File: config.mk
export PLATFORM = sky130hd
export DESIGN_NAME = mem_arbiter
export DESIGN_NICKNAME = d
export VERILOG_FILES = /design/src/rtl/riscv_defines.sv /design/src/rtl/arb_id_fifo.sv /design/src/rtl/mem_arbiter.sv
export SDC_FILE = /design/constraint.sdc
export NUM_CORES = 1
export LEC_CHECK = 0
export ABC_AREA = 1
export BUFFER_PORTS_ARGS = -buffer_cell sky130_fd_sc_hd__buf_2
export CAP_MARGIN = 20
export CORE_AREA = 2 2 108 110
export CTS_CLUSTER_SIZE = 12
export DETAILED_ROUTE_END_ITERATION = 6
export DIE_AREA = 0 0 110 112
export GPL_ROUTABILITY_DRIVEN = 0
export SLEW_MARGIN = 20
export SYNTH_ARGS = -nofsm -noshare
export SYNTH_HDL_FRONTEND = slang
export SYNTH_SLANG_ARGS = --single-unit
File: constraint.sdc
create_clock -name clk -period 3.3 [get_ports clk]
set_clock_uncertainty 0.05 [all_clocks]
set_input_delay 0.33 -clock clk [delete_from_list [all_inputs] [get_ports clk]]
set_output_delay 0.33 -clock clk [all_outputs]
set_load 0.02 [all_outputs]
File: src/rtl/riscv_defines.sv
// Shared core definitions: word width and memory-arbiter owner encoding.
package riscv_defines;

    localparam int WORD_WIDTH = 32;

    typedef enum logic {
        ARB_OWNER_DATA  = 1'b0,
        ARB_OWNER_INSTR = 1'b1
    } arb_owner_e;

endpackage

File: src/rtl/arb_id_fifo.sv
// In-order owner-ID FIFO for the memory arbiter (depth 1..4, one owner per entry).
module arb_id_fifo
    import riscv_defines::*;
#(
    parameter int DEPTH = 2
) (
    input  logic       clk,
    input  logic       rst,
    input  logic       push,
    input  logic       pop,
    input  arb_owner_e din,
    output logic       full,
    output logic       empty,
    output arb_owner_e head
);

    // Storage sized for the largest legal depth; only DEPTH slots are used.
    arb_owner_e    mem_q [4];
    logic [1:0]    wr_ptr;
    logic [1:0]    rd_ptr;
    logic [2:0]    count;
    logic          do_push;
    logic          do_pop;

    assign full    = (count == 3'(DEPTH));
    assign empty   = (count == 3'd0);
    assign head    = mem_q[rd_ptr];
    assign do_push = push && !full;
    assign do_pop  = pop && !empty;

    function automatic logic [1:0] ptr_inc(input logic [1:0] p);
        return (p == 2'(DEPTH - 1)) ? 2'd0 : p + 2'd1;
    endfunction

    // Entry storage; contents are don't-care until written, so no reset.
    always_ff @(posedge clk) begin
        if (do_push) mem_q[wr_ptr] <= din;
    end

    // Pointers and occupancy; simultaneous push/pop leaves count unchanged.
    always_ff @(posedge clk) begin
        if (rst) begin
            wr_ptr <= 2'd0;
            rd_ptr <= 2'd0;
            count  <= 3'd0;
        end else begin
            if (do_push) wr_ptr <= ptr_inc(wr_ptr);
            if (do_pop)  rd_ptr <= ptr_inc(rd_ptr);
            case ({do_push, do_pop})
                2'b10:   count <= count + 3'd1;
                2'b01:   count <= count - 3'd1;
                default: count <= count;
            endcase
        end
    end

endmodule

File: src/rtl/mem_arbiter.sv
// Two-port (instruction fetch / load-store) arbiter onto one req/gnt/rvalid memory port.
// Optional macro MEM_ARB_ROUND_ROBIN_EN: round-robin on contention instead of fixed data priority.
module mem_arbiter
    import riscv_defines::*;
#(
    parameter int MAX_OUTSTANDING = 2
) (
    input  logic                  clk,
    input  logic                  rst,
    input  logic                  instr_req_i,
    input  logic [WORD_WIDTH-1:0] instr_addr_i,
    output logic                  instr_gnt_o,
    output logic                  instr_rvalid_o,
    output logic [WORD_WIDTH-1:0] instr_rdata_o,
    input  logic                  data_req_i,
    input  logic [WORD_WIDTH-1:0] data_addr_i,
    input  logic                  data_we_i,
    input  logic [3:0]            data_be_i,
    input  logic [WORD_WIDTH-1:0] data_wdata_i,
    output logic                  data_gnt_o,
    output logic                  data_rvalid_o,
    output logic [WORD_WIDTH-1:0] data_rdata_o,
    output logic                  mem_req_o,
    output logic [WORD_WIDTH-1:0] mem_addr_o,
    output logic                  mem_we_o,
    output logic [3:0]            mem_be_o,
    output logic [WORD_WIDTH-1:0] mem_wdata_o,
    input  logic                  mem_gnt_i,
    input  logic                  mem_rvalid_i,
    input  logic [WORD_WIDTH-1:0] mem_rdata_i,
    output logic                  err_o
);

    arb_owner_e owner;
    arb_owner_e lock_owner_q;
    arb_owner_e fifo_head;
    arb_owner_e prio;
    logic       locked_q;
    logic       owner_req;
    logic       accept;
    logic       fifo_full;
    logic       fifo_empty;
    logic       fifo_pop;

`ifdef MEM_ARB_ROUND_ROBIN_EN
    arb_owner_e rr_prio_q;

    // Priority goes to whichever port was not accepted last; moves on acceptance only.
    always_ff @(posedge clk) begin
        if (rst)         rr_prio_q <= ARB_OWNER_DATA;
        else if (accept) rr_prio_q <= (owner == ARB_OWNER_DATA) ? ARB_OWNER_INSTR : ARB_OWNER_DATA;
    end

    assign prio = rr_prio_q;
`else
    assign prio = ARB_OWNER_DATA;
`endif

    // Owner select: a stalled request keeps the port until it is accepted.
    always_comb begin
        owner = ARB_OWNER_DATA;
        if (locked_q)                       owner = lock_owner_q;
        else if (data_req_i && instr_req_i) owner = prio;
        else if (instr_req_i)               owner = ARB_OWNER_INSTR;
    end

    // Memory port mux; instruction fetches are always full-word reads.
    always_comb begin
        owner_req   = data_req_i;
        mem_addr_o  = data_addr_i;
        mem_we_o    = data_we_i;
        mem_be_o    = data_be_i;
        mem_wdata_o = data_wdata_i;
        if (owner == ARB_OWNER_INSTR) begin
            owner_req   = instr_req_i;
            mem_addr_o  = instr_addr_i;
            mem_we_o    = 1'b0;
            mem_be_o    = 4'hF;
            mem_wdata_o = '0;
        end
    end

    assign mem_req_o      = !rst && !fifo_full && owner_req;
    assign accept         = mem_req_o && mem_gnt_i;
    assign data_gnt_o     = accept && (owner == ARB_OWNER_DATA);
    assign instr_gnt_o    = accept && (owner == ARB_OWNER_INSTR);

    assign fifo_pop       = !rst && mem_rvalid_i && !fifo_empty;
    assign data_rvalid_o  = fifo_pop && (fifo_head == ARB_OWNER_DATA);
    assign instr_rvalid_o = fifo_pop && (fifo_head == ARB_OWNER_INSTR);
    assign data_rdata_o   = mem_rdata_i;
    assign instr_rdata_o  = mem_rdata_i;

    // Lock tracking and sticky orphan-response error.
    always_ff @(posedge clk) begin
        if (rst) begin
            locked_q     <= 1'b0;
            lock_owner_q <= ARB_OWNER_DATA;
            err_o        <= 1'b0;
        end else begin
            locked_q     <= mem_req_o && !mem_gnt_i;
            lock_owner_q <= owner;
            if (mem_rvalid_i && fifo_empty) err_o <= 1'b1;
        end
    end

    arb_id_fifo #(
        .DEPTH (MAX_OUTSTANDING)
    ) u_id_fifo (
        .clk   (clk),
        .rst   (rst),
        .push  (accept),
        .pop   (fifo_pop),
        .din   (owner),
        .full  (fifo_full),
        .empty (fifo_empty),
        .head  (fifo_head)
    );

endmodule

==> results by group <==
GRT
  – Grt met2 use: 0.159
  – Largest net degree at the start of global routing: 39
  – Total grt overflow: 0
  – Global route hottest layer: met2
  – Vias in the first global route: 1850
  – Met3 Usage GRT: 0.0205
  – Met1 Usage GRT: 0.0981
  – Gr usage total: 0.0902
  – Initial antenna violation count: 0
  – First-pass GRT wire length: 8570 microns

Critical path
  – Worst path slowest cell: inv_2
  – Critical path class: reg -> out
  – CP Cell Sequence: inv_2 -> nand3_1 -> nand2_2 -> inv_2 -> nand2_1 -> nand2_1 -> buf_2
  – Data required, critical path: 2.92 ns
  – CP Max Fanout: 34
  – Worst EP arrival: 1.91 ns
  – Worst stage delay on the critical path: 0.53 ns
  – CP Buf/Inv Count: 3
  – Worst setup EP type: output port
  – Type of origin of the critical path: flip-flop
  – Top Family by Delay on Critical Path: buffers and inverters

Floorplanning
  – Initial Util: 0.168
  – IO Pins: 278
  – Die footprint: 12300 sq um
  – Rows: 39
  – Total core area: 11200 sq um
  – Die height: 112 microns
  – Chip Width: 110 microns

Yosys
  – Dominant cell type by area after synthesis: buf_4
  – Sequential-to-total area share from yosys stat: 0.192
  – YS warnings: 0
  – Synth top area cells: buf_4, nand2_1, dfxtp_1, inv_1, nor2_1
  – Post-synth top area share: 0.268
  – Syn Area/Cell: 5.79 sq um
  – FF+latch count, synth: 16
  – Library cells used by synthesis: 23
  – Synthesized Nets: 465
  – Syn Std Cell Area: 1880 sq um
  – Synth Instances: 324

STA
  – Final hold vios: 0
  – Worst rel slew slack: 0.590
  – Period minus WS final: 2.29 ns
  – Setup TNS Final: 0 ns
  – Final-report setup violation count: 0
  – Fin Hold WS: 0.266 ns
  – Worst-margin pin slew: 0.613 ns
  – Max-slew violations: 0
  – FMAX: 0.437 GHz
  – Unrepaired setup endpoints after global routing: no
  – Final period util: 0.693

CTS
  – H-tree Lvls: 1
  – CTS clk-pin slew, worst paths: 0.05 ns
  – Hold_buf cts: 0
  – CTS max path bufs: 2
  – TritonCTS clock tree: yes
  – Clock Latency Late Sink: 0.24 ns
  – Post CTS Setup Buffer Count: 0
  – CTS Buf Count: 3
  – Clock Sinks: 16
  – CTS resizes: 0
  – CTS root buffer: clkbuf_16

Route
  – Routed Wire Length: 6260 microns
  – DRC violations left: 0
  – Via-per-instance ratio: 3.62
  – Initial drt markers: 63
  – WL/cell: 10.8 microns
  – Total number of vias: 2101
  – Routed Antenna Nets: 0
  – Drt pass-1 iters: 4

Layout
  – Share of cells above drive strength 1: 0.449
  – Synth-to-Final Area Change: 34.2%
  – Design Area, Final: 2520 sq um
  – Ant diodes: 0
  – Fin nets: 579
  – Filler Cell Count: 1285

Power and ir drop
  – Total power: 0.000839 W
  – P per Cell Area: 334 nW/um^2
  – Static leakage: 1.61 nW
  – Worst VDD drop: 0.000137 V

Hold path
  – Hold WC Path Type: in -> reg

Placed design
  – HPWL after DPL: 5200 microns
  – I/O Buffers: 181
  – Area after DPL: 2440 sq um

Outcome
  – Status: complete, no violations

Job
  – Max cap viols: 0
area by class of cell:
class / count / area [sq um] / area share
Sequential cell: 16 / 360 / 0.143
Clock buffer: 4 / 78.8 / 0.0313
Inverter: 52 / 195 / 0.0776
Multi-Input combinational cell: 182 / 782 / 0.311
Tap cell: 143 / 179 / 0.0711
Timing Repair Buffer: 183 / 921 / 0.366
placed cells by master, fill, tap and decap left out, types with 2 or more instances in the layout:
cell,netlist,layout
buf_2,7,181
nand2_1,105,105
inv_1,49,49
nor2_1,44,44
dfxtp_1,12,12
a21oi_1,7,7
o21ai_0,5,5
nand3_1,4,4
edfxtp_1,4,4
inv_2,3,3
nand2_2,3,3
or2_1,3,3
clkbuf_16,0,3
nor3_1,2,2
buf_4,67,2
cell usage after synthesis:
library cell / count
nand3_1: 4
nand3_4: 1
nor3_1: 2
a32oi_1: 1
fa_1: 1
and2_1: 1
nand2_1: 105
buf_2: 7
buf_4: 67
or2_2: 1
nand4_1: 1
nor2_1: 44
o21ai_0: 5
nand2_2: 3
nor2_2: 1
edfxtp_1: 4
dfxtp_1: 12
a21oi_1: 7
inv_2: 3
or2_1: 3
ha_1: 1
inv_1: 49
nor2_4: 1
worst register-to-register path, cell delays in order (launching register included):
cell	delay, ns
dfxtp_1	0.36
inv_1	0.10
nand2_1	0.07
nand2_1	0.08
nor2_1	0.22
ha_1	0.19
inv_1	0.06
fa_1	0.37
a21oi_1	0.14
o21ai_0	0.11
o21ai_0	0.16
a21oi_1	0.05
layer usage:
metal,part of all wire,vias to the layer above
met2,0.48,113
met3,0.093,28
met5,0,-
met4,0.038,0
met1,0.39,854
li1,-,1106
logic make-up after synthesis:
| kind of cell | synth area share |
|---|---|
| buf+inv | 0.391 |
| simple gates | 0.363 |
| flops | 0.192 |
| fa+ha+maj | 0.0173 |
| compound gates | 0.0367 |
power breakdown:
| group | total, W | internal [W] | switching (W) |
|---|---|---|---|
| logic | 0.000382 | 0.000141 | 0.000241 |
| registers | 0.000222 | 0.000214 | 0.00000805 |
| clock network | 0.000235 | 0.000163 | 0.0000719 |
| total | 0.000839 | 0.000519 | 0.000321 |
metrics by stage:
step / util / worst slack (ns) / cells
global route: 0.225 / 0.867 / 580
global placement: 0.218 / 1.20 / 576
detailed placement: 0.218 / 1.18 / 576
CTS: 0.225 / 0.999 / 580
floorplan: - / 1.43 / 324
finish: 0.225 / 1.01 / 580
final timing paths:
path,startpoint,endpoint,slack (ns),depth (start not counted)
max,locked_q$_SDFF_PP0_,mem_addr_o[30],1.01,7
min,rst,lock_owner_q$_SDFF_PP0_,0.27,2
max reg2reg,u_id_fifo.count[1]$_SDFFE_PP0P_,u_id_fifo.count[2]$_SDFFE_PP0P_,1.23,11
min reg2reg,u_id_fifo.rd_ptr[1]$_SDFFE_PP0P_,flip-flop,0.38,2
No activity file was read; power rests on OpenSTA's default activity.
